### src/rtl/uart_pkg.sv
// Shared definitions for the configurable UART receiver (and its matching transmitter).
//   - Parity mode constants PAR_NONE / PAR_ODD / PAR_EVEN
//   - Receiver FSM state encodings ST_*
//   - tick_div(): clocks per oversample tick, truncated, never below 1
package uart_pkg;

  localparam int unsigned PAR_NONE = 0;
  localparam int unsigned PAR_ODD  = 1;
  localparam int unsigned PAR_EVEN = 2;

  localparam logic [2:0] ST_IDLE   = 3'd0;
  localparam logic [2:0] ST_START  = 3'd1;
  localparam logic [2:0] ST_DATA   = 3'd2;
  localparam logic [2:0] ST_PARITY = 3'd3;
  localparam logic [2:0] ST_STOP   = 3'd4;
  localparam logic [2:0] ST_DONE   = 3'd5;

  function automatic int unsigned tick_div(input int unsigned clk_hz, input int unsigned baud,
                                           input int unsigned os);
    int unsigned div;
    div = clk_hz / (baud * os);
    if (div == 0) div = 1;
    return div;
  endfunction

endpackage

### src/rtl/uart_rx_cfg_if.sv
// Output handshake bundle of the UART receiver.
//   master (receiver): drives rx_data, rx_valid, parity_err, frame_err, overrun; reads rx_ready
//   slave  (consumer): reads the above, drives rx_ready
interface uart_rx_cfg_if #(
  parameter int unsigned DATA_BITS = 8
) ();
  logic [DATA_BITS-1:0] rx_data;
  logic                 rx_valid;
  logic                 rx_ready;
  logic                 parity_err;
  logic                 frame_err;
  logic                 overrun;

  modport master (
    output rx_data, rx_valid, parity_err, frame_err, overrun,
    input  rx_ready
  );

  modport slave (
    input  rx_data, rx_valid, parity_err, frame_err, overrun,
    output rx_ready
  );
endinterface

### src/rtl/uart_baud_tick.sv
// Oversample tick generator: one-cycle tick every DIV clocks.
//   clk, rst_n : clock, asynchronous active-low reset
//   clr        : holds the counter at 0 (no tick) so the phase restarts when clr drops
//   tick       : one-cycle pulse when the counter reaches DIV-1
module uart_baud_tick #(
  parameter int unsigned DIV = 1
) (
  input  logic clk,
  input  logic rst_n,
  input  logic clr,
  output logic tick
);
  localparam int unsigned CW = (DIV > 1) ? $clog2(DIV) : 1;

  logic [CW-1:0] cnt_q, cnt_d;

  always_comb begin
    tick  = !clr && (cnt_q == CW'(DIV - 1));
    cnt_d = (clr || tick) ? '0 : cnt_q + 1'b1;
  end

  always_ff @(posedge clk or negedge rst_n) begin
    if (!rst_n) cnt_q <= '0;
    else        cnt_q <= cnt_d;
  end
endmodule

### src/rtl/uart_rx_cfg.sv
// Configurable UART receiver: DATA_BITS payload, optional odd/even parity, 1 or 2 stop bits,
// OVERSAMPLE-times oversampling with a 3-sample majority vote per bit.
//   clk, rst_n : clock, asynchronous active-low reset
//   rx         : asynchronous serial line, idle high
//   busy       : high from start detection until the frame is handed off
//   break_det  : (only with UART_RX_BREAK_DET_EN) one-cycle pulse on an all-zero frame
//   out_if     : rx_data / rx_valid / rx_ready handshake plus parity_err, frame_err, overrun
// Build option: define UART_RX_BREAK_DET_EN to add break detection.
module uart_rx_cfg import uart_pkg::*; #(
  parameter int unsigned CLK_FREQ   = 100_000_000,
  parameter int unsigned BAUD_RATE  = 115200,
  parameter int unsigned OVERSAMPLE = 16,
  parameter int unsigned DATA_BITS  = 8,
  parameter int unsigned PARITY     = 0,
  parameter int unsigned STOP_BITS  = 1
) (
  input  logic clk,
  input  logic rst_n,
  input  logic rx,
  output logic busy,
`ifdef UART_RX_BREAK_DET_EN
  output logic break_det,
`endif
  uart_rx_cfg_if.master out_if
);
  localparam int unsigned TickDiv = tick_div(CLK_FREQ, BAUD_RATE, OVERSAMPLE);
  localparam int unsigned SW = $clog2(OVERSAMPLE);
  localparam int unsigned BW = $clog2(DATA_BITS + 1);
  localparam logic [SW-1:0] SampLo   = SW'(OVERSAMPLE / 2 - 1);
  localparam logic [SW-1:0] SampMid  = SW'(OVERSAMPLE / 2);
  localparam logic [SW-1:0] SampHi   = SW'(OVERSAMPLE / 2 + 1);
  localparam logic [SW-1:0] SampLast = SW'(OVERSAMPLE - 1);
  localparam logic [BW-1:0] LastBit  = BW'(DATA_BITS - 1);

  logic                 rx_meta_q, rx_sync_q;
  logic [2:0]           state_q, state_d;
  logic [SW-1:0]        s_idx_q, s_idx_d;
  logic [2:0]           samp_q, samp_d;
  logic [DATA_BITS-1:0] shift_q, shift_d;
  logic [BW-1:0]        bit_cnt_q, bit_cnt_d;
  logic                 stop_cnt_q, stop_cnt_d;
  logic                 par_q, par_d;
  logic                 perr_q, perr_d, ferr_q, ferr_d;
  logic                 armed_q, armed_d;
  logic [DATA_BITS-1:0] rx_data_q, rx_data_d;
  logic                 rx_valid_q, rx_valid_d;
  logic                 parity_err_q, parity_err_d;
  logic                 frame_err_q, frame_err_d;
  logic                 overrun_q, overrun_d;
  logic                 tick, decide, maj;

  uart_baud_tick #(.DIV(TickDiv)) u_tick (
    .clk   (clk),
    .rst_n (rst_n),
    .clr   (state_q == ST_IDLE),
    .tick  (tick)
  );

  assign maj    = (samp_q[0] & samp_q[1]) | (samp_q[0] & samp_q[2]) | (samp_q[1] & samp_q[2]);
  assign decide = tick && (s_idx_q == SampLast);
  assign busy   = (state_q != ST_IDLE);

  always_comb begin
    state_d    = state_q;
    s_idx_d    = s_idx_q;
    samp_d     = samp_q;
    shift_d    = shift_q;
    bit_cnt_d  = bit_cnt_q;
    stop_cnt_d = stop_cnt_q;
    par_d      = par_q;
    perr_d     = perr_q;
    ferr_d     = ferr_q;
    armed_d    = armed_q;
    if (state_q != ST_IDLE && tick) begin
      s_idx_d = (s_idx_q == SampLast) ? '0 : s_idx_q + 1'b1;
      if (s_idx_q == SampLo || s_idx_q == SampMid || s_idx_q == SampHi) begin
        samp_d = {samp_q[1:0], rx_sync_q};
      end
    end
    case (state_q)
      ST_IDLE: begin
        // A line seen high re-arms start detection; it stays disarmed after a framing error.
        if (rx_sync_q) armed_d = 1'b1;
        if (armed_q && !rx_sync_q) begin
          state_d    = ST_START;
          s_idx_d    = '0;
          bit_cnt_d  = '0;
          stop_cnt_d = 1'b0;
          par_d      = 1'b0;
          perr_d     = 1'b0;
          ferr_d     = 1'b0;
        end
      end
      ST_START: if (decide) state_d = maj ? ST_IDLE : ST_DATA;
      ST_DATA: if (decide) begin
        shift_d   = {maj, shift_q[DATA_BITS-1:1]};
        par_d     = par_q ^ maj;
        bit_cnt_d = bit_cnt_q + 1'b1;
        if (bit_cnt_q == LastBit) state_d = (PARITY != PAR_NONE) ? ST_PARITY : ST_STOP;
      end
      ST_PARITY: if (decide) begin
        perr_d  = (PARITY == PAR_ODD) ? ~(par_q ^ maj) : (par_q ^ maj);
        state_d = ST_STOP;
      end
      ST_STOP: if (decide) begin
        if (!maj) ferr_d = 1'b1;
        stop_cnt_d = 1'b1;
        if (stop_cnt_q || (STOP_BITS == 1)) state_d = ST_DONE;
      end
      ST_DONE: begin
        state_d = ST_IDLE;
        if (ferr_q) armed_d = 1'b0;
      end
      default: state_d = ST_IDLE;
    endcase
  end

`ifdef UART_RX_BREAK_DET_EN
  logic zero_q, zero_d, break_q, break_d;

  // Tracks whether every voted bit from the first data bit up to the first stop bit was 0.
  always_comb begin
    zero_d = zero_q;
    if (state_q == ST_IDLE) begin
      zero_d = 1'b1;
    end else if (decide && ((state_q == ST_DATA) || (state_q == ST_PARITY) ||
                            ((state_q == ST_STOP) && !stop_cnt_q))) begin
      zero_d = zero_q & ~maj;
    end
  end

  always_ff @(posedge clk or negedge rst_n) begin
    if (!rst_n) begin
      zero_q  <= 1'b0;
      break_q <= 1'b0;
    end else begin
      zero_q  <= zero_d;
      break_q <= break_d;
    end
  end

  assign break_det = break_q;
`endif

  always_comb begin
    rx_data_d    = rx_data_q;
    rx_valid_d   = rx_valid_q;
    parity_err_d = parity_err_q;
    frame_err_d  = frame_err_q;
    overrun_d    = 1'b0;
`ifdef UART_RX_BREAK_DET_EN
    break_d      = 1'b0;
`endif
    if (rx_valid_q && out_if.rx_ready) rx_valid_d = 1'b0;
    if (state_q == ST_DONE) begin
`ifdef UART_RX_BREAK_DET_EN
      if (zero_q) break_d = 1'b1; else
`endif
      // Loading in the accept cycle keeps valid high with no bubble.
      if (!rx_valid_q || out_if.rx_ready) begin
        rx_data_d    = shift_q;
        parity_err_d = perr_q;
        frame_err_d  = ferr_q;
        rx_valid_d   = 1'b1;
      end else begin
        overrun_d = 1'b1;
      end
    end
  end

  always_ff @(posedge clk or negedge rst_n) begin
    if (!rst_n) begin
      rx_meta_q    <= 1'b1;
      rx_sync_q    <= 1'b1;
      state_q      <= ST_IDLE;
      s_idx_q      <= '0;
      samp_q       <= '0;
      shift_q      <= '0;
      bit_cnt_q    <= '0;
      stop_cnt_q   <= 1'b0;
      par_q        <= 1'b0;
      perr_q       <= 1'b0;
      ferr_q       <= 1'b0;
      armed_q      <= 1'b0;
      rx_data_q    <= '0;
      rx_valid_q   <= 1'b0;
      parity_err_q <= 1'b0;
      frame_err_q  <= 1'b0;
      overrun_q    <= 1'b0;
    end else begin
      rx_meta_q    <= rx;
      rx_sync_q    <= rx_meta_q;
      state_q      <= state_d;
      s_idx_q      <= s_idx_d;
      samp_q       <= samp_d;
      shift_q      <= shift_d;
      bit_cnt_q    <= bit_cnt_d;
      stop_cnt_q   <= stop_cnt_d;
      par_q        <= par_d;
      perr_q       <= perr_d;
      ferr_q       <= ferr_d;
      armed_q      <= armed_d;
      rx_data_q    <= rx_data_d;
      rx_valid_q   <= rx_valid_d;
      parity_err_q <= parity_err_d;
      frame_err_q  <= frame_err_d;
      overrun_q    <= overrun_d;
    end
  end

  assign out_if.rx_data    = rx_data_q;
  assign out_if.rx_valid   = rx_valid_q;
  assign out_if.parity_err = parity_err_q;
  assign out_if.frame_err  = frame_err_q;
  assign out_if.overrun    = overrun_q;
endmodule

### src/flat_wrapper.sv
// flat-port wrapper written by rule: the top's interface ports become plain ports
module uart_rx_cfg_flat import uart_pkg::*;
#(
  parameter int unsigned CLK_FREQ   = 100_000_000,
  parameter int unsigned BAUD_RATE  = 115200,
  parameter int unsigned OVERSAMPLE = 16,
  parameter int unsigned DATA_BITS  = 8,
  parameter int unsigned PARITY     = 0,
  parameter int unsigned STOP_BITS  = 1
)
  (clk, rst_n, rx, busy, out_if_rx_data, out_if_rx_valid, out_if_parity_err, out_if_frame_err, out_if_overrun, out_if_rx_ready);
  uart_rx_cfg_if #(.DATA_BITS(DATA_BITS)) out_if_i ();
  input  logic clk;
  input  logic rst_n;
  input  logic rx;
  output logic busy;
  output wire logic [$bits(out_if_i.rx_data)-1:0] out_if_rx_data;
  output wire logic [$bits(out_if_i.rx_valid)-1:0] out_if_rx_valid;
  output wire logic [$bits(out_if_i.parity_err)-1:0] out_if_parity_err;
  output wire logic [$bits(out_if_i.frame_err)-1:0] out_if_frame_err;
  output wire logic [$bits(out_if_i.overrun)-1:0] out_if_overrun;
  input wire logic [$bits(out_if_i.rx_ready)-1:0] out_if_rx_ready;
  assign out_if_rx_data = out_if_i.rx_data;
  assign out_if_rx_valid = out_if_i.rx_valid;
  assign out_if_parity_err = out_if_i.parity_err;
  assign out_if_frame_err = out_if_i.frame_err;
  assign out_if_overrun = out_if_i.overrun;
  assign out_if_i.rx_ready = out_if_rx_ready;
  uart_rx_cfg #(.CLK_FREQ(CLK_FREQ), .BAUD_RATE(BAUD_RATE), .OVERSAMPLE(OVERSAMPLE), .DATA_BITS(DATA_BITS), .PARITY(PARITY), .STOP_BITS(STOP_BITS)) u_core (.clk(clk), .rst_n(rst_n), .rx(rx), .busy(busy), .out_if(out_if_i));
endmodule
### config.mk
export PLATFORM = sky130hd
export DESIGN_NAME = uart_rx_cfg_flat
export DESIGN_NICKNAME = d
export VERILOG_FILES = /design/src/rtl/uart_pkg.sv /design/src/rtl/uart_rx_cfg_if.sv /design/src/rtl/uart_baud_tick.sv /design/src/rtl/uart_rx_cfg.sv /design/src/flat_wrapper.sv
export SDC_FILE = /design/constraint.sdc
export NUM_CORES = 1
export LEC_CHECK = 0
export ABC_AREA = 1
export CAP_MARGIN = 10
export CORE_MARGIN = 2
export CORE_UTILIZATION = 51
export CTS_CLUSTER_DIAMETER = 100
export DETAILED_ROUTE_END_ITERATION = 6
export PLACE_DENSITY = 0.84
export SYNTH_ARGS = -nofsm -noshare
export SYNTH_HDL_FRONTEND = slang
export SYNTH_SLANG_ARGS = --single-unit
### constraint.sdc
create_clock -name clk -period 1.72 [get_ports clk]
set_clock_uncertainty 0.2 [all_clocks]
set_input_delay 0.516 -clock clk [delete_from_list [all_inputs] [get_ports clk]]
set_output_delay 0.516 -clock clk [all_outputs]
set_load 0.05 [all_outputs]
-- Yosys cells after proc, flatten, opt, wreduce, memory -nomap -nowiden
Cells that the tools add are included.
- bits in registers: 46
- input bits: 4
- output and inout port bits: 13
- logic and storage cells: 103
- add/subtract/negate cells: 3
- equality and inequality tests: 20
- mux-type cells: 31
- bitwise gates (word level): 6
- reductions and logical operators: 26
- operators with widths (cell ; number):
    4-bit two-way mux ; 6
    3-bit two-way mux ; 6
    2-bit by 1-bit != test with 1-bit output, second input constant ; 8
    3-bit case mux with 5 select lines ; 1
    4-bit equality test, second input constant ; 3
    1-bit two-way mux ; 11
    3-bit AND reduction ; 3
    4-bit by 1-bit adder with 4-bit output, second input constant ; 2
    4-bit by 3-bit equality test with 1-bit output, second input constant ; 2
    1-bit case mux with 2 select lines ; 4
    4-bit case mux with 2 select lines ; 1
    2-bit nonzero test ; 4
    6-bit by 1-bit adder with 6-bit output, second input constant ; 1
    3-bit by 2-bit equality test with 1-bit output, second input constant ; 2
    3-bit equality test, second input constant ; 2
    6-bit equality test, second input constant ; 1
    6-bit two-way mux ; 1
    2-bit AND reduction ; 3
    6-bit AND reduction ; 1
    1-bit logical AND ; 5
    1-bit logical OR ; 4
    4-bit AND reduction ; 1
    1-bit AND ; 3
    3-bit by 1-bit equality test with 1-bit output, second input constant ; 1
    other kinds (7) ; 10

-- Depth between registers and ports, before layout
Gate-level depths: netlist (run 1).
- depth after elaboration: 7
- mapped depth: 10

-- Hierarchy
Synthesis (run 1) repeated with hierarchy kept, for this count alone.
- cell total of the unflattened synthesis: 249
- area, all modules: 2128.3 um^2
- by module, submodules not included (module ; times used ; cells an instance ; area an instance (um^2)):
    uart_rx_cfg ; 1 ; 215 ; 1813.0
    uart_baud_tick ; 1 ; 34 ; 315.3

-- Worst setup path after synthesis (run 1)
OpenSTA, ideal clock, no wires.
- path type: reg-to-reg
- start: register u_core.u_tick.cnt_q[1]
- end: register u_core.state_q[1]
- library setup time: 117 ps
- arrival time: 1347 ps
- required time: 1403 ps
- slack: 56 ps
- cell stages (with the launch flop): 10
- path buffers: 0
- cells stage by stage: dfrtp_1 inv_1 ha_1 nand3_1 nor2_2 nand3_4 a21oi_2 nand2_1 nand2_1 nand2_1
- longest elaborated chain between the ends: 5
- elaborated cells on any way between the ends: 8
- those cells by class: 5 x eq/ne; 3 x reduce/logical
- RTL lines (item ; line ; text):
    start, declared ; uart_baud_tick.sv:15 ; logic [CW-1:0] cnt_q, cnt_d;
    start signal, assigned ; uart_baud_tick.sv:24 ; else cnt_q <= cnt_d;
    6-bit equality test * ; uart_baud_tick.sv:18 ; tick = !clr && (cnt_q == CW'(DIV - 1));
    1-bit logical AND * ; uart_baud_tick.sv:18 ;
    1-bit logical AND * ; uart_rx_cfg.sv:60 ; assign decide = tick && (s_idx_q == SampLast);
    2-bit by 1-bit != test with 1-bit output (no line) ; - ;
    6-bit AND reduction (no line) * ; - ;
    end signal, assigned ; uart_rx_cfg.sv:193 ; state_q <= state_d;
    end, declared ; uart_rx_cfg.sv:36 ; logic [2:0] state_q, state_d;
Mark *: on every way between the ends. The rest lies on a longest branch, timed or not.
A chain may end at the register's enable or synchronous reset.

-- Worst setup path after layout (run 1)
- start: register u_core.state_q[0]
- end: output port busy
- longest elaborated chain between the ends: 1
- RTL lines (item ; line ; text):
    3-bit nonzero test ; uart_rx_cfg.sv:61 ; assign busy = (state_q != ST_IDLE);
    end, declared ; flat_wrapper.sv:16 ; output logic busy;
Every way passes these cells.

==> metrics.md, run 1 <==
| Metric | Value |
|---|---|
| Mean routed wirelength per cell | 14.8 µm |
| Clk_lat worst skew | 300 ps |
| Yosys warnings | 0 |
| Status | finished, violations left |
| Area Overhead vs Synth | 39.6% |
| Drt initial violations | 107 |
| Hold crit path type | reg2reg |
| Post-route cell area | 2900 µm² |
| Clock sink count | 46 |
| Worst-margin pin slew | 446 ps |
| Final Critical Period | 1810 ps |
| Mapped Avg Cell Area | 9.05 µm² |
| Fin. max-slew vios | 0 |
| # DRC | 0 |
| Htree depth | 2 |
| PnR worst setup slack | -85.7 ps |
| Cell Pwr Density | 1150 nW/µm² |
| Total Routing Usage GR | 0.207 |
| Leading area contributor after synthesis | dfrtp_1 |
| Nets | 286 |
| Rel. slew slack | 0.701 |
| Total CTS buffers | 5 |
| Die Width | 67.9 µm |
| Setup CP Type | reg2out |
| Slowest stage cell, crit path | dfrtp_1 |
| Fin. Hold Viols | 0 |
| Max-cap violations | 0 |
| Core area | 3970 µm² |
| Crit-path cells | nor2_4 -> nand2_4 -> buf_8 |
| I/O Buffers | 16 |
| Via/cell ratio | 5.30 |
| Pleak | 0.00137 µW |
| Gr ovfl total | 0 |
| Top post-synthesis cells by area | dfrtp_1, nand2_1, inv_1 |
| Achievable Freq | 554 MHz |
| Cell count after synthesis | 230 |
| Violated checks | setup timing |
| Number of synthesized flops with an enable pin | 0 |
| Async SR Flop Fraction | 1.00 |
| Worst-path clk slew | 80 ps |
| Share of layout cells above drive strength 1 | 0.318 |
| Yosys cell types | 27 |
| Clock Tree Buf Depth | 2 |
| Final Wtd Congestion | 0.918 |
| Worst Path Arrival | 1090 ps |
| Tcrit/Tclk final | 1.05 |
| Pre-CTS setup slack | -140 ps |
| Area share of the largest cell type after synthesis | 0.529 |
| Seq cells post-synth | 46 |
| Mapped cell area | 2080 µm² |
| Initial antenna violation count | 0 |
| DRT antenna net count | 0 |
| Final Util | 0.731 |
| Initial core utilization | 0.524 |
| Placed inst area | 2530 µm² |
| Pin count of the biggest net entering global routing | 36 |
| Main flop type after synthesis | dfrtp_1 |
| WL final | 4830 µm |
| Final setup vio count | 14 |
| Critical Path Sink Type | primary output |
| Post-synth top cells | nand2_1, dfrtp_1, inv_1 |
| Startpoint types | flop |
| Most used standard cell by instance count after synthesis | nand2_1 |
| Dpl hpwl | 2930 µm |
| Syn_nets | 240 |
| TritonCTS clock tree | built |
| Crit Path Max Fanout | 2 |
| Share of the yosys chip area belonging to registers | 0.554 |
| Vias in the first global route | 1614 |
| Antenna diodes | 0 |
| # rows | 23 |
| Die Height | 67.9 µm |
| Fillers | 255 |
| Clk root buf | clkbuf_8 |
| Global-route wire length before repair | 7030 µm |
| Slowest stage delay, CP | 420 ps |
| RSZ-0062 raised after global routing | true |
| Max rail drop VDD | 0.840 mV |
| DRT Pass-1 Iters | 4 |
| IO Pins | 17 |
| Via count | 1733 |
| Die area | 4610 µm² |
| CP required | 1000 ps |
| Hold_ws | 163 ps |
-- worst paths after layout --
| kind | startpoint | endpoint | slack, ps | cells past startpoint |
|---|---|---|---|---|
| max | u_core.state_q[0]$_DFFE_PN0P_ | busy | -90 | 3 |
| min | u_core.rx_meta_q$_DFF_PN1_ | u_core.rx_sync_q$_DFF_PN1_ | 160 | 0 |
| max reg2reg | u_core.u_tick.cnt_q[1]$_DFF_PN0_ | u_core.shift_q[4]$_DFFE_PN0P_ | -60 | 9 |
| min reg2reg | u_core.rx_meta_q$_DFF_PN1_ | u_core.rx_sync_q$_DFF_PN1_ | 160 | 0 |
| max in group asynchronous | rst_n | u_core.rx_sync_q$_DFF_PN1_ | 370 | 3 |
| min in group asynchronous | rst_n | u_core.out_if.rx_data[4]$_DFFE_PN0P_ | 420 | 2 |
-- metal layers --
| layer | part of all wire | up-vias | routed length (µm) | global-route usage |
|---|---|---|---|---|
| li1 | - | 825 | - | - |
| met2 | 0.53 | 44 | 2540 | 0.344 |
| met3 | 0.040 | 14 | 195 | 0.0543 |
| met1 | 0.41 | 850 | 1970 | 0.258 |
| met4 | 0.024 | 0 | 117 | 0.0850 |
| met5 | 0 | - | 0 | 0 |
-- logic make-up (layout without fill, tap and decap cells) --
logic type / after synthesis / in the layout / share of synthesized area
AND/OR/NAND/NOR: 99 / 99 / 0.222
flip-flops: 46 / 46 / 0.554
AO/OA/AOI/OAI: 41 / 41 / 0.103
buffers and inverters: 33 / 80 / 0.0619
adder cells (fa/ha/maj): 6 / 6 / 0.0361
XOR/XNOR: 4 / 4 / 0.0168
multiplexers: 1 / 1 / 0.00541
-- what timing repair did --
| item | 4_1_cts | 5_1_grt |
|---|---|---|
| gates resized for setup | 11 | 25 |
| hold buffers | 1 | 0 |
| gates cloned | 0 | 3 |
| setup buffers | 3 | 4 |
| endpoints found under the hold margin | 11 | 0 |
| setup endpoints to repair | 6 | 24 |
| pin swaps | 2 | 7 |
-- cell type report --
| cell class | count | area [µm²] | area share |
|---|---|---|---|
| Timing Repair Buffer | 41 | 534 | 0.184 |
| Tap cell | 50 | 62.6 | 0.0215 |
| Inverter | 31 | 119 | 0.0409 |
| Sequential cell | 46 | 1160 | 0.398 |
| Clock buffer | 7 | 86.3 | 0.0297 |
| Multi-Input combinational cell | 151 | 916 | 0.315 |
| Clock inverter | 1 | 30.0 | 0.0103 |
-- report_power, final --
group | switching (µW) | internal, µW | total [µW] | leakage [µW]
sequential | 104 | 1200 | 1300 | 0.000618
clock | 346 | 474 | 820 | 0.0000585
combinational | 706 | 514 | 1220 | 0.000698
total | 1160 | 2180 | 3340 | 0.00137
-- stage by stage --
stage,TNS (ps),power (µW),std cells
2_1_floorplan,0,1880,230
3_3_place_gp,-756,2230,308
3_5_place_dp,-1310,2280,308
4_1_cts,-103,3210,320
5_1_grt,-2240,3520,327
6_report,-585,3340,327
-- flip-flops by register name, summed over array words and instances, names as in the netlist, 3 cells and up --
name	count
u_core.u_tick.cnt_q	6
u_core.bit_cnt_q	4
u_core.samp_q	3
u_core.state_q	3
u_core.out_if.rx_data	8
u_core.shift_q	8
u_core.s_idx_q	4
-- cells in the final DEF (no fill, tap or decap), drive strengths merged --
cell / Yosys / layout
inv: 31 / 31
clkdlybuf4s50: 0 / 2
nor3b: 2 / 2
nor2: 20 / 20
o21ai: 28 / 28
xor2: 3 / 3
xnor2: 1 / 1
mux2: 1 / 1
nand3: 14 / 14
nand2: 60 / 60
a21oi: 11 / 11
dlygate4sd3: 0 / 1
nor3: 2 / 2
dfrtp: 44 / 44
clkbuf: 0 / 9
dfstp: 2 / 2
o211ai: 2 / 2
buf: 2 / 36
bufinv: 0 / 1
nand4: 1 / 1
ha: 6 / 6
-- critical path: cells and delay by family, from the launching register on --
kind	cells	cell delay, ps
simple gates	2	230
flops	1	420
buf+inv	1	150
Note: power is estimated with default switching activity, not from simulation.
==> inputs of run 2 (changes only) <==
CORE_UTILIZATION = 54   (was 51)
CTS_BUF_LIST = sky130_fd_sc_hd__clkbuf_2 sky130_fd_sc_hd__clkbuf_4 sky130_fd_sc_hd__clkbuf_8   (was default)
PLACE_DENSITY = 0.88   (was 0.84)
SLEW_MARGIN = 25   (was default)
==> run 2 against run 1 <==
  * Non-clock buffer count unchanged
  * Sequential share of layout area down 0.21 points
  * Design area up 0.43%
  * Die area down 5.2%
  * Highest routed layer unchanged
  * The run still ends with setup timing left
==> metrics.md, run 2 (synthesis gave the netlist of run 1 again) <==
| Metric | Value |
|---|---|
| Initial core utilization | 0.564 (+0.0402) |
| Via count | 1760 (+1.6%) |
| Worst-margin pin slew | 402 ps (-44.0 ps) |
| Clk root buf | clkbuf_8 |
| Vias in the first global route | 1813 (+12%) |
| TritonCTS clock tree | built |
| Pin count of the biggest net entering global routing | 32 (-11%) |
| # rows | 22 (-4.3%) |
| Max Used Layer | met4 |
| Final Critical Period | 1910 ps (+102 ps) |
| Critical Path Sink Type | flop |
| Worst-path clk slew | 90 ps (about the same) |
| Tcrit/Tclk final | 1.11 (+0.0593) |
| Initial antenna violation count | 0 (unchanged) |
| Fin. Hold Viols | 0 (unchanged) |
| Die Width | 66.1 µm (-2.7%) |
| Setup CP Type | reg2reg |
| DRT antenna net count | 0 (unchanged) |
| Met2 Routed Length | 2990 µm (+17%) |
| Final Wtd Congestion | 0.798 (-13%) |
| Cell Pwr Density | 1120 nW/µm² (-2.7%) |
| Total Routing Usage GR | 0.243 (+0.0359) |
| Startpoint types | flop |
| RSZ-0062 raised after global routing | true |
| Global-route wire length before repair | 7890 µm (+12%) |
| Total CTS buffers | 5 (unchanged) |
| Core area | 3690 µm² (-7.1%) |
| Share of layout cells above drive strength 1 | 0.347 (+0.0289) |
| Nets | 286 (unchanged) |
| Placed inst area | 2530 µm² (about the same) |
| Final setup vio count | 19 (+5) |
| Rel. slew slack | 0.732 (+0.0314) |
| Via/cell ratio | 5.42 (+2.2%) |
| Status | finished, violations left |
| Fillers | 203 (-20%) |
| Post-route cell area | 2920 µm² (+0.43%) |
| Power, Total | 3260 µW (-2.3%) |
| Achievable Freq | 524 MHz (-5.3%) |
| Fin. max-slew vios | 0 (unchanged) |
| I/O Buffers | 16 (unchanged) |
| Die area | 4370 µm² (-5.2%) |
| Dpl hpwl | 3210 µm (+9.5%) |
| Pleak | 0.00140 µW (+2.1%) |
| Commonest non-fill, non-tap cell in the layout | nand2_1 |
| Register Area | 1150 µm² (-0.11%) |
| # DRC | 0 (unchanged) |
| Worst Path Arrival | 1930 ps (+840 ps) |
| Max-cap violations | 0 (unchanged) |
| CP required | 1740 ps (+740 ps) |
| Clock sink count | 46 (unchanged) |
| PnR worst setup slack | -188 ps (-102 ps) |
| Clk_lat worst skew | 310 ps (about the same) |
| Violated checks | setup timing |
| Die Height | 66.1 µm (-2.7%) |
| Routed met3 length | 193 µm (-1.0%) |
| WL final | 5340 µm (+11%) |
| Antenna diodes | 0 (unchanged) |
| Commonest non-fill, non-tap cells in the layout | nand2_1, dfrtp_1, inv_1, buf_4, buf_12 |
| Pre-CTS setup slack | -147 ps (-7.15 ps) |
| Hold crit path type | reg2reg |
| Multi-input gate area | 953 µm² (+4.1%) |
| Wire length on met1 | 2070 µm (+5.0%) |
| Clock Tree Buf Depth | 2 (unchanged) |
| Htree depth | 2 (unchanged) |
| Max rail drop VDD | 1.14 mV (+36%) |
| Area Overhead vs Synth | 40.2% |
| FF-to-FF setup slack | -190 ps (-130 ps) |
| Gr ovfl total | 0 (unchanged) |
| IO Pins | 17 (unchanged) |
| Crit Path Max Fanout | 5 (+3) |
| Setup TNS | -2180 ps (-1590 ps) |
| Mean routed wirelength per cell | 16.4 µm (+11%) |
| DRT Pass-1 Iters | 4 (unchanged) |
| Drt initial violations | 92 (-14%) |
[run 2: worst paths after layout]
check,to,startpoint,cells after the start
max,u_core.bit_cnt_q[3]$_DFFE_PN0P_,u_core.state_q[0]$_DFFE_PN0P_,9
min in group asynchronous,u_core.shift_q[4]$_DFFE_PN0P_,rst_n,2
max reg2reg,u_core.bit_cnt_q[3]$_DFFE_PN0P_,u_core.state_q[0]$_DFFE_PN0P_,9
min reg2reg,u_core.rx_sync_q$_DFF_PN1_,u_core.rx_meta_q$_DFF_PN1_,0
min,u_core.rx_sync_q$_DFF_PN1_,u_core.rx_meta_q$_DFF_PN1_,0
max in group asynchronous,u_core.samp_q[0]$_DFFE_PN0P_,rst_n,3
[run 2: timing repair]
action	4_1_cts	5_1_grt
pin swaps	3	5
gates resized for setup	15	32
endpoints found under the setup margin	17	30
hold buffers	1	0
cloned	0	2
endpoints found under the hold margin	13	0
setup buffers	5	3
[run 2: where the power goes]
group          switching (µW)  leakage [µW]  internal [µW]  total [µW]
registers                 120      0.000620           1190        1310
clock network             364     0.0000472            323         687
logic                     739      0.000736            523        1260
[run 2: final cells by class]
class / count / share of cell area
inverter: 31 / 0.0408
sequential: 46 / 0.396
tap: 48 / 0.0206
clock inverter: 2 / 0.00429
multi-input combinational: 151 / 0.327
timing repair buffer: 41 / 0.183
clock buffer: 6 / 0.0283
[run 2: layer usage]
layer / vias up / GRT usage
met1: 874 / 0.274
met5: - / 0
li1: 823 / -
met4: 0 / 0.0867
met3: 10 / 0.0579
met2: 53 / 0.446
[run 2: critical path, stage by stage, from the launching register on]
cell and delay [ps]:
dfrtp_1 450, buf_4 170, buf_4 140, inv_1 130
nand2_2 160, nor2_8 240, inv_4 80, nand2_4 100
nand2_2 60, o21ai_1 100
[run 2: through the flow]
| stage | hold WS, ps | std cells | utilization |
|---|---|---|---|
| after floorplan | 20.4 | 230 | - |
| after global placement | 150 | 306 | 0.686 |
| after detailed placement | 149 | 306 | 0.686 |
| after CTS | 164 | 320 | 0.741 |
| after global routing | 166 | 325 | 0.791 |
| final | 162 | 325 | 0.791 |
==> inputs of run 3 (changes only) <==
ABC_AREA = default   (was 1)
==> run 3 against run 2 <==
  * The flow still finishes with violations (setup timing)
  * Clock power rose by 0.6%
  * Sequential power decreased by 9%
  * Largest cell class unchanged
  * Worst setup slack worse by 210 ps
  * Power down 27%
  * Design area rose by 4.9%
==> metrics.md, run 3 <==
| Metric | Value |
|---|---|
| Mean routed wirelength per cell | 22.1 µm (+35%) |
| Final Critical Period | 2120 ps (+213 ps) |
| Crit-path cells | or3_4 -> buf_6 -> buf_4 -> buf_6 -> nor3b_4 -> mux2i_1 -> mux2_2 |
| Placed inst area | 2610 µm² (+3.1%) |
| Main flop type after synthesis | dfrtp_1 |
| PnR worst setup slack | -401 ps (-213 ps) |
| DRT Pass-1 Iters | 4 (unchanged) |
| Simple-Gate Fraction of Synth Area | 0.157 (-0.0654) |
| Seq cells post-synth | 46 (unchanged) |
| Share of the yosys chip area belonging to registers | 0.555 (+0.000668) |
| Clock sink count | 46 (unchanged) |
| Startpoint types | flop |
| Async SR Flop Fraction | 1.00 (unchanged) |
| Gr ovfl total | 0 (unchanged) |
| Final Wtd Congestion | 0.847 (+6.1%) |
| Multi-input gate area | 1090 µm² (+14%) |
| Drt initial violations | 120 (+30%) |
| Crit Path Max Fanout | 3 (-2) |
| Max-cap violations | 0 (unchanged) |
| Worst hold stages | 0 (unchanged) |
| Antenna diodes | 0 (unchanged) |
| Met1 usage | 0.330 (+0.0566) |
| Cell count after synthesis | 170 (-26%) |
| Fin. max-slew vios | 0 (unchanged) |
| Worst-margin pin slew | 365 ps (-36.6 ps) |
| Die area | 4360 µm² (-0.12%) |
| Pin count of the biggest net entering global routing | 47 (+47%) |
| Top post-synthesis cells by area | dfrtp_1, mux2_2, ha_1 |
| R2r startpoint | u_core.state_q[1]$_DFFE_PN0P_ |
| Cell mode on critical path | buf_6 |
| CP required | 1720 ps (-20 ps) |
| Initial core utilization | 0.563 (-0.000679) |
| # DRC | 0 (unchanged) |
| Main combinational cell family by area after synthesis | simple AND/OR/NAND/NOR gates |
| Status | finished, violations left |
| Busiest grt layer | met2 |
| Met3 Track Usage GR | 0.0545 (-0.00341) |
| P_sw | 705 µW (-42%) |
| TritonCTS clock tree | built |
| Final setup vio count | 40 (+21) |
| Die Width | 66.0 µm (about the same) |
| Power, Total | 2380 µW (-27%) |
| Register Area | 1150 µm² (unchanged) |
| Yosys warnings | 0 (unchanged) |
| Nets | 237 (-17%) |
| Comb pwr share | 0.209 (-0.178) |
| Critical Path Sink Type | flop |
| Clk root buf | clkbuf_8 |
| Cell Pwr Density | 777 nW/µm² (-31%) |
| Global-route wire length before repair | 8620 µm (+9.2%) |
| Commonest non-fill, non-tap cells in the layout | dfrtp_1, buf_4, buf_12, mux2_4, buf_6 |
| WL final | 6100 µm (+14%) |
| Rel. slew slack | 0.756 (+0.0244) |
| I/O Buffers | 16 (unchanged) |
| Core area | 3690 µm² (unchanged) |
| Slowest stage cell, crit path | or3_4 |
| Setup CP Type | reg2reg |
| Via count | 1608 (-8.6%) |
| Clock Tree Buf Depth | 2 (unchanged) |
| Violated checks | setup timing |
| Htree depth | 2 (unchanged) |
| Xor and xnor area share after synthesis | 0.0253 (+0.00845) |
| DRT antenna net count | 0 (unchanged) |
| Worst Path Arrival | 2120 ps (+190 ps) |
| Pleak | 0.00142 µW (+1.2%) |
| Worst-path clk slew | 100 ps (about the same) |
| Most used standard cell by instance count after synthesis | dfrtp_1 |
| Vias in the first global route | 1692 (-6.7%) |
| Syn_nets | 180 (-25%) |
| Mapped cell area | 2080 µm² (-0.12%) |
| Critical path origin | u_core.state_q[1]$_DFFE_PN0P_ |
| Tcrit/Tclk final | 1.23 (+0.124) |
| Fillers | 176 (-13%) |
| Total CTS buffers | 5 (unchanged) |
| Pre-CTS setup slack | -410 ps (-263 ps) |
| Hold crit path type | reg2reg |
| Synth Area in Adders | 0.0409 (+0.00486) |
| Area share of the largest cell type after synthesis | 0.530 (+0.000637) |
| Internal | 1670 µW (-18%) |
| Area Overhead vs Synth | 47.2% |
| Initial antenna violation count | 0 (unchanged) |
| Clk_lat worst skew | 320 ps (about the same) |
| Slowest stage delay, CP | 400 ps (-50 ps) |
| Post-route cell area | 3060 µm² (+4.9%) |
| Fraction of synthesized area in multiplexers | 0.123 (+0.118) |
| Yosys cell types | 36 (+33%) |
| Post-synth top cells | dfrtp_1, mux2_2, nor2_1 |
| Hold Startpoint | u_core.rx_meta_q$_DFF_PN1_ |
| Dpl hpwl | 3040 µm (-5.4%) |
| Max rail drop VDD | 0.840 mV (-26%) |
| Die Height | 66.0 µm (about the same) |
| Total Routing Usage GR | 0.275 (+0.0315) |
| Dpl cells | 255 (-17%) |
| # rows | 22 (unchanged) |
| IO Pins | 17 (unchanged) |
| Share of layout cells above drive strength 1 | 0.513 (+0.167) |
| Number of synthesized flops with an enable pin | 0 (unchanged) |
| Met2 usage | 0.477 (+0.0316) |
| Fin. Hold Viols | 0 (unchanged) |
| Compound-Gate Fraction of Synth Area | 0.0638 (-0.0390) |
| Commonest non-fill, non-tap cell in the layout | dfrtp_1 |
| Achievable Freq | 471 MHz (-10%) |
| Layout Cells excl Fill | 276 (-15%) |
| Leading area contributor after synthesis | dfrtp_1 |
| RSZ-0062 raised after global routing | true |
| R2R depth | 7 (-2) |
| Flop pwr share | 0.500 (+0.097) |
| Mapped Avg Cell Area | 12.2 µm² (+35%) |
| Via/cell ratio | 5.83 (+7.6%) |
| Clock share of power | 0.291 (+0.080) |
| Sw Ratio | 0.296 (-0.0783) |
run 3: power by group through the flow:
stage                     Combinational (µW)  Sequential [µW]  Clock (µW)
final                                    498             1190         691
after global routing                     541             1200         751
after CTS                                427             1180         672
after detailed placement                 388             1200           0
after global placement                   363             1200           0
after floorplan                          179             1220           0
run 3: stage by stage:
step	utilization	setup TNS, ps	hold WS, ps
2_1_floorplan	-	-2450	20.4
3_3_place_gp	0.707	-5330	147
3_5_place_dp	0.707	-7200	149
4_1_cts	0.776	-2740	166
5_1_grt	0.829	-6920	184
6_report	0.829	-5980	165
run 3: final cells by class:
cell class	instances	share of cell area
clock buffers	5	0.0225
clock inverters	3	0.00695
inverters	6	0.00736
multi-input cells	113	0.356
flip-flops and latches	46	0.378
well taps	48	0.0196
repair buffers	55	0.210
run 3: worst max-delay path: cells and delay by family, from the launching register on:
kind,cells,cell delay [ps]
DFF,1,390
and+or+nand+nor,2,620
muxes,2,410
buffers and inverters,3,370
run 3: cells by family after synthesis:
| group | Yosys count |
|---|---|
| buf+inv | 12 |
| flops | 46 |
| fa+ha+maj | 7 |
| simple gates | 56 |
| compound gates | 20 |
| mux | 23 |
| xor+xnor | 6 |
run 3: timing repair:
action                     in CTS  in global routing
setup endpoints to repair      35                 27
hold buffers                    1                  0
pin swaps                       7                 13
gates cloned                    2                  0
hold endpoints to repair       44                  0
gates resized for setup        24                 41
buffers inserted                7                  5
run 3: worst paths after layout:
kind,to,slack (ps)
setup / recovery,u_core.par_q$_DFFE_PN0P_,-400
hold / removal,u_core.rx_sync_q$_DFF_PN1_,170
setup reg to reg,u_core.par_q$_DFFE_PN0P_,-400
hold reg to reg,u_core.rx_sync_q$_DFF_PN1_,170
max in group asynchronous,u_core.rx_sync_q$_DFF_PN1_,540
min in group asynchronous,u_core.s_idx_q[0]$_DFF_PN0_,500
run 3: routing by layer:
metal  vias to the layer above  part of all wire
li1                        709                 -
met1                       816              0.41
met2                        62              0.50
met3                        21             0.046
met4                         0             0.041
met5                         -                 0
